--- src/rtl/hazard_scoreboard.sv ---
// Operand-forwarding and load-use interlock for the in-order pipeline.
// Optional stall-cycle counter port is built only when SCOREBOARD_STALL_CNT_EN is defined.
module hazard_scoreboard #(
  parameter int XLEN       = 32,
  parameter int REG_ADDR_W = 5,
  parameter int NUM_SRC    = 2,
  parameter int DEPTH      = 3,
  parameter int LOAD_LAT   = 1
) (
  input  logic                          clk_i,
  input  logic                          reset_i,
  input  logic                          issue_valid_i,
  input  logic [REG_ADDR_W-1:0]         issue_rd_index_i,
  input  logic                          issue_is_load_i,
  input  logic [NUM_SRC*REG_ADDR_W-1:0] issue_rs_index_i,
  input  logic [NUM_SRC*XLEN-1:0]       issue_rs_value_i,
  input  logic [DEPTH*XLEN-1:0]         stage_result_i,
  input  logic                          flush_i,
  output logic [NUM_SRC*XLEN-1:0]       issue_rs_fwd_o,
  output logic                          stall_o
`ifdef SCOREBOARD_STALL_CNT_EN
  ,
  output logic [31:0]                   stall_count_o
`endif
);

  logic [DEPTH-1:0]      slot_valid;
  logic [DEPTH-1:0]      slot_is_load;
  logic [REG_ADDR_W-1:0] slot_rd [DEPTH];

  logic [DEPTH-1:0]      match [NUM_SRC];
  logic [NUM_SRC-1:0]    src_stall;
  logic                  insert;

  // A slot matches a source when it holds a live, non-x0 write to that register.
  always_comb begin
    for (int k = 0; k < NUM_SRC; k++) begin
      for (int j = 0; j < DEPTH; j++) begin
        match[k][j] = slot_valid[j] && (slot_rd[j] != '0) &&
                      (slot_rd[j] == issue_rs_index_i[k*REG_ADDR_W +: REG_ADDR_W]);
      end
    end
  end

  always_comb begin
    // NOTE: every output gets a default before any branch, so no latch is inferred.
    issue_rs_fwd_o = issue_rs_value_i;
    src_stall      = '0;
    for (int k = 0; k < NUM_SRC; k++) begin
      // Walk oldest to youngest so the youngest match overwrites, ready or not.
      for (int j = DEPTH - 1; j >= 0; j--) begin
        if (match[k][j]) begin
          issue_rs_fwd_o[k*XLEN +: XLEN] = stage_result_i[j*XLEN +: XLEN];
          src_stall[k]                   = slot_is_load[j] && (j < LOAD_LAT);
        end
      end
      if (issue_rs_index_i[k*REG_ADDR_W +: REG_ADDR_W] == '0) begin
        issue_rs_fwd_o[k*XLEN +: XLEN] = '0;
      end
    end
  end

  // Flush squashes the issuing instruction, so it can neither stall nor enter slot 0.
  assign stall_o = issue_valid_i && !flush_i && (|src_stall);
  assign insert  = issue_valid_i && !stall_o && !flush_i;

  always_ff @(posedge clk_i) begin
    if (reset_i) begin
      slot_valid   <= '0;
      slot_is_load <= '0;
      // NOTE: the rd array is cleared explicitly; a reset on valid alone would leave stale indices.
      for (int j = 0; j < DEPTH; j++) begin
        slot_rd[j] <= '0;
      end
    end else begin
      // NOTE: non-blocking so each slot takes its neighbour's pre-edge value.
      slot_valid   <= {slot_valid[DEPTH-2:0], insert};
      slot_is_load <= {slot_is_load[DEPTH-2:0], insert && issue_is_load_i};
      slot_rd[0]   <= insert ? issue_rd_index_i : '0;
      for (int j = 1; j < DEPTH; j++) begin
        slot_rd[j] <= slot_rd[j-1];
      end
    end
  end

`ifdef SCOREBOARD_STALL_CNT_EN
  always_ff @(posedge clk_i) begin
    if (reset_i) begin
      stall_count_o <= '0;
    end else if (stall_o && (stall_count_o != 32'hFFFF_FFFF)) begin
      stall_count_o <= stall_count_o + 32'd1;
    end
  end
`endif

endmodule

--- config.mk ---
export PLATFORM = sky130hd
export DESIGN_NAME = hazard_scoreboard
export DESIGN_NICKNAME = d
export VERILOG_FILES = /design/src/rtl/hazard_scoreboard.sv
export SDC_FILE = /design/constraint.sdc
export NUM_CORES = 1
export LEC_CHECK = 0
export CELL_PAD_IN_SITES_DETAIL_PLACEMENT = 0
export CELL_PAD_IN_SITES_GLOBAL_PLACEMENT = 1
export CORE_ASPECT_RATIO = 0.6
export CORE_UTILIZATION = 24
export CTS_BUF_LIST = sky130_fd_sc_hd__clkbuf_4 sky130_fd_sc_hd__clkbuf_8
export CTS_CLUSTER_DIAMETER = 120
export DETAILED_ROUTE_END_ITERATION = 10
export HOLD_SLACK_MARGIN = 0.03
export PLACE_DENSITY_LB_ADDON = 0.25
export SLEW_MARGIN = 20
export SYNTH_ARGS = -nofsm -noshare
export SYNTH_HDL_FRONTEND = slang
export SYNTH_SLANG_ARGS = --single-unit
export TNS_END_PERCENT = 20
--- constraint.sdc ---
create_clock -name clk_i -period 3.64 [get_ports clk_i]
set_clock_uncertainty 0.15 [all_clocks]
set_input_delay 0.728 -clock clk_i [delete_from_list [all_inputs] [get_ports clk_i]]
set_output_delay 0.728 -clock clk_i [all_outputs]
set_load 0.1 [all_outputs]
After elaboration in Yosys (flattened, before gate mapping):

Memories as Yosys holds them, arrays and structs flattened.
Cells that the tools add are included.

* flip-flop bits (word level): 4
* RAM bits: 15
* input bits: 180
* output and inout bits: 65
* word-level logic and storage cells: 51
* memories: 1

Memories
* slot_rd: words 3, width 5, read ports 3, clocked after memory_dff 0, wr ports 3, line 29 `logic [REG_ADDR_W-1:0] slot_rd [DEPTH];`

* equal/unequal tests: 6
* multiplexer cells: 17
* bitwise logic cells: 3
* reductions and logical operators: 22

Operator list (count)
* $mux 32: 8
* $eq 5x5->1: 6
* $mux 5: 4
* $reduce_bool 5->1: 3
* $logic_and 1x1->1: 14
* $logic_not 5->1: 2
* $mux 1: 5
* $or 1x1->1: 3
* $logic_not 1->1: 2
* $reduce_or 2->1: 1

Depth between registers and ports, before layout:

* word-level depth: 11
* mapped depth: 7
* mapped depth without buffers: 5

Worst setup path before layout:

No wires, ideal clock.

* path kind: input port to output port
* start point: input port issue_rs_index_i[0]
* end point: output port stall_o
* data arrival time: 3401 ps
* data required time: 2762 ps
* path slack: -639 ps
* stages on the path: 5
* path buffers: 0
* path through: xnor2_1 -> nand3_1 -> o22ai_1 -> nand2_1 -> nor3_1

* longest elaborated chain between the ends: 5

Ends and longest elaborated chain
* from (decl): line 15 `input logic [NUM_SRC*REG_ADDR_W-1:0] issue_rs_index_i,`
* $eq 5x5->1: line 40 `(slot_rd[j] == issue_rs_index_i[k*REG_ADDR_W +: REG_ADDR_W]);`
* $logic_and 1x1->1: line 39 `match[k][j] = slot_valid[j] && (slot_rd[j] != '0) &&`
* $mux 1: line 52 `if (match[k][j]) begin`
* $reduce_or 2->1: line 64 `assign stall_o = issue_valid_i && !flush_i && (|src_stall);`
* $logic_and 1x1->1: line 64
* to (decl): line 20 `output logic stall_o`

No other way between the ends.

Final worst setup path:

* start point: input port issue_rs_index_i[0]
* end point: output port issue_rs_fwd_o[30]

* longest elaborated chain between the ends: 6
* elaborated cells on any way between the ends: 11
* those cells by class: eq/ne: 3; mux: 4; reduce/logical: 4

Ends and longest elaborated chain
* $eq 5x5->1: line 40
* $logic_and 1x1->1: line 39
* $mux 32 (3 in series): line 52
* $mux 32 *: line 57 `if (issue_rs_index_i[k*REG_ADDR_W +: REG_ADDR_W] == '0) begin`
* to (decl): line 19 `output logic [NUM_SRC*XLEN-1:0] issue_rs_fwd_o,`

Every way passes the cells marked *; elsewhere a longest branch is shown, timed or not.

==> metrics.md <==
| Metric | Value |
|---|---|
| Gr usage total | `22.9%` |
| Initial antenna violation count | `0` |
| CTS sink cnt | `19` |
| Buffers on Ports | `244` |
| TritonCTS buffer count | `3` |
| Power per cell area | `184 nW/um2` |
| Worst VDD drop | `0.127 mV` |
| Fillers | `1051` |
| Post-route DRC violation count | `0` |
| Seq/Total Area, Yosys | `12.6%` |
| HP Class | `flip-flop to flip-flop` |
| Most used routing layer | `met2` |
| Vias per cell | `5.12` |
| Die W | `147 um` |
| Fmax achieved | `0.284 GHz` |
| Hold buffer count at CTS | `0` |
| CP Cell Sequence | `dlymetal6s2s_1, xnor2_1, nand3_1, or4_4, buf_12, mux2i_1, o211ai_1, clkbuf_16` |
| Detailed router's first-iteration violation count | `130` |
| Antenna-violating nets left | `0` |
| Layout cell share with drive strength beyond 1 | `23.8%` |
| Core Footprint | `12100 um2` |
| Total power draw | `1270 uW` |
| Max H-tree Level | `1` |
| Post-CTS Setup Bufs | `0` |
| Final Max Slew Viols | `0` |
| Drt wl/cell | `19.5 um` |
| Site Rows | `31` |
| Final worst path period share | `96.7%` |
| Crit path capture type | `primary output` |
| Total die area | `13000 um2` |
| Vias in the first global route | `4458` |
| WS Path Type | `input pin to primary output` |
| Worst slew pin tran | `587 ps` |
| Longest Clk Path Bufs | `2` |
| Result of the run | `finished, final reports clean` |
| IO Pins | `245` |
| Max Cap Violations | `0` |
| Routability congestion estimate | `0.901` |
| CTS tree | `done` |
| Post-route minimum period | `3520 ps` |
| Met2 Use GR | `42.8%` |
| Critical Path Fanout Max | `6` |
| Design Area, Final | `6900 um2` |
| Gate count after technology mapping | `403` |
| Final Hold Viols | `0` |
| Most frequent cells in the layout | `clkdlybuf4s50_1, nand2_1, buf_12` |
| Fin nets | `845` |
| Slew HR | `60.8%` |
| CP startpoint | `issue_rs_index_i[0]` |
| Reg clk slew, reported paths | `70 ps` |
| Crit path DAT | `2640 ps` |
| Dpl hpwl | `12400 um` |
| Max stage delay on crit path | `650 ps` |
| Syn Nets | `583` |
| Ys async rst share | `0%` |
| Met1 Use GR | `27.6%` |
| Post-Syn Area | `3010 um2` |
| Pin count of the biggest net entering global routing | `28` |
| Area Overhead vs Synth | `129%` |
| Synth Warn # | `0` |
| First-pass GRT wire length | `23600 um` |
| Most used flip-flop cell after synthesis | `dfxtp_1` |
| LEAKAGE | `0.00291 uW` |
| Router iterations before antenna repair | `4` |
| Clock Latency Late Sink | `250 ps` |
| Top cells by area, synth | `mux2i_1, o221ai_1, nand2_1` |
| CTS root buffer | `clkbuf_8` |
| Met3 global-route usage | `5.10%` |
| Highest-delay cell along the critical path | `or4_4` |
| Final hold slack | `357 ps` |
| Count of different cell masters after synthesis | `40` |
| Final setup viols | `0` |
| Post-Place Cell Area | `6520 um2` |
| Vias | `4246` |
| Post-synth EDFFs | `0` |
| Yosys reg bits | `19` |
| Drt total wl | `16200 um` |
| N_diodes | `0` |
| Die H | `88.7 um` |
| Initial core utilization | `24.8%` |
| Worst Path Required | `2760 ps` |
| Commonest non-fill, non-tap cell in the layout | `clkdlybuf4s50_1` |
| Syn avg cell area | `7.46 um2` |
| Largest area contributor in the netlist | `mux2i_1` |
| R2r startpoint | `slot_rd[0][1]` |
| Hold_sp | `slot_valid[0]` |
| Crit start category | `input pin` |
| Total grt overflow | `0` |
| Yosys top cell area share | `20.6%` |
==> flip-flops by register name, summed over array words and instances (netlist names) <==
register      flops
slot_is_load      1
slot_rd          15
slot_valid        3
==> metrics by stage <==
stage	worst slack, ps	std cells	setup TNS, ps	utilization, %
4_1_cts	-30.6	825	-47.4	55.7
5_1_grt	-3.03	829	-3.03	56.8
2_1_floorplan	-572	403	-27740	-
3_5_place_dp	-247	820	-9960	53.7
3_3_place_gp	-238	820	-8680	53.7
6_report	119	829	0	56.8
==> routing by layer <==
metal	vias to the layer above	share of wire [%]
li1	2021	-
met1	2040	43
met2	173	49
met3	12	7.2
met4	0	1.0
met5	-	0
==> cell type report <==
cell class,count,area (um2),share of cell area (%)
repair buffers,291,3680,53.3
multi-input cells,347,2580,37.4
flip-flops and latches,19,380,5.51
well taps,165,206,2.99
clock buffers,4,48.8,0.707
inverters,3,11.3,0.163
==> synth_stat cells (all sizes together), types with 3 or more instances <==
library cell / number
nor2b: 11
xnor2: 19
and3: 3
nor3: 6
dfxtp: 19
and2: 7
nand2: 120
o211ai: 7
clkbuf: 18
nor2: 6
or4: 3
inv: 3
nand4: 9
o221ai: 56
nand3: 11
xor2: 11
buf: 16
mux2i: 62
==> what timing repair did <==
item | 4_1_cts | 5_1_grt
resized for setup | 34 | 10
endpoints found under the setup margin | 64 | 32
pin swaps | 1 | 4
cloned | 1 | 4
==> final timing paths <==
kind	end	slack (ps)	depth (start not counted)
min	slot_valid[1]	360	1
max	issue_rs_fwd_o[30]	120	8
min reg2reg	slot_valid[1]	360	1
max reg2reg	slot_rd[0][0]	1530	5
==> critical path: cells and delay by family <==
family / cells / cell delay, ps
mux: 1 / 130
simple gates: 2 / 750
xor+xnor: 1 / 150
buf+inv: 3 / 600
compound gates: 1 / 270
==> report_power, final <==
part           switching (uW)  internal [uW]  leakage (uW)
combinational             490            408       0.00273
sequential               5.40            212      0.000154
clock                    67.1           85.2     0.0000262
==> cell families (layout without fill, tap and decap cells) <==
family	Yosys count	count (layout)	share of synthesized area [%]
compound gates	71	71	21.7
xor+xnor	30	30	8.74
buf+inv	37	298	7.74
flops	19	19	12.6
mux	64	64	21.4
simple gates	182	182	27.8
(Power assumes the default switching activity.)
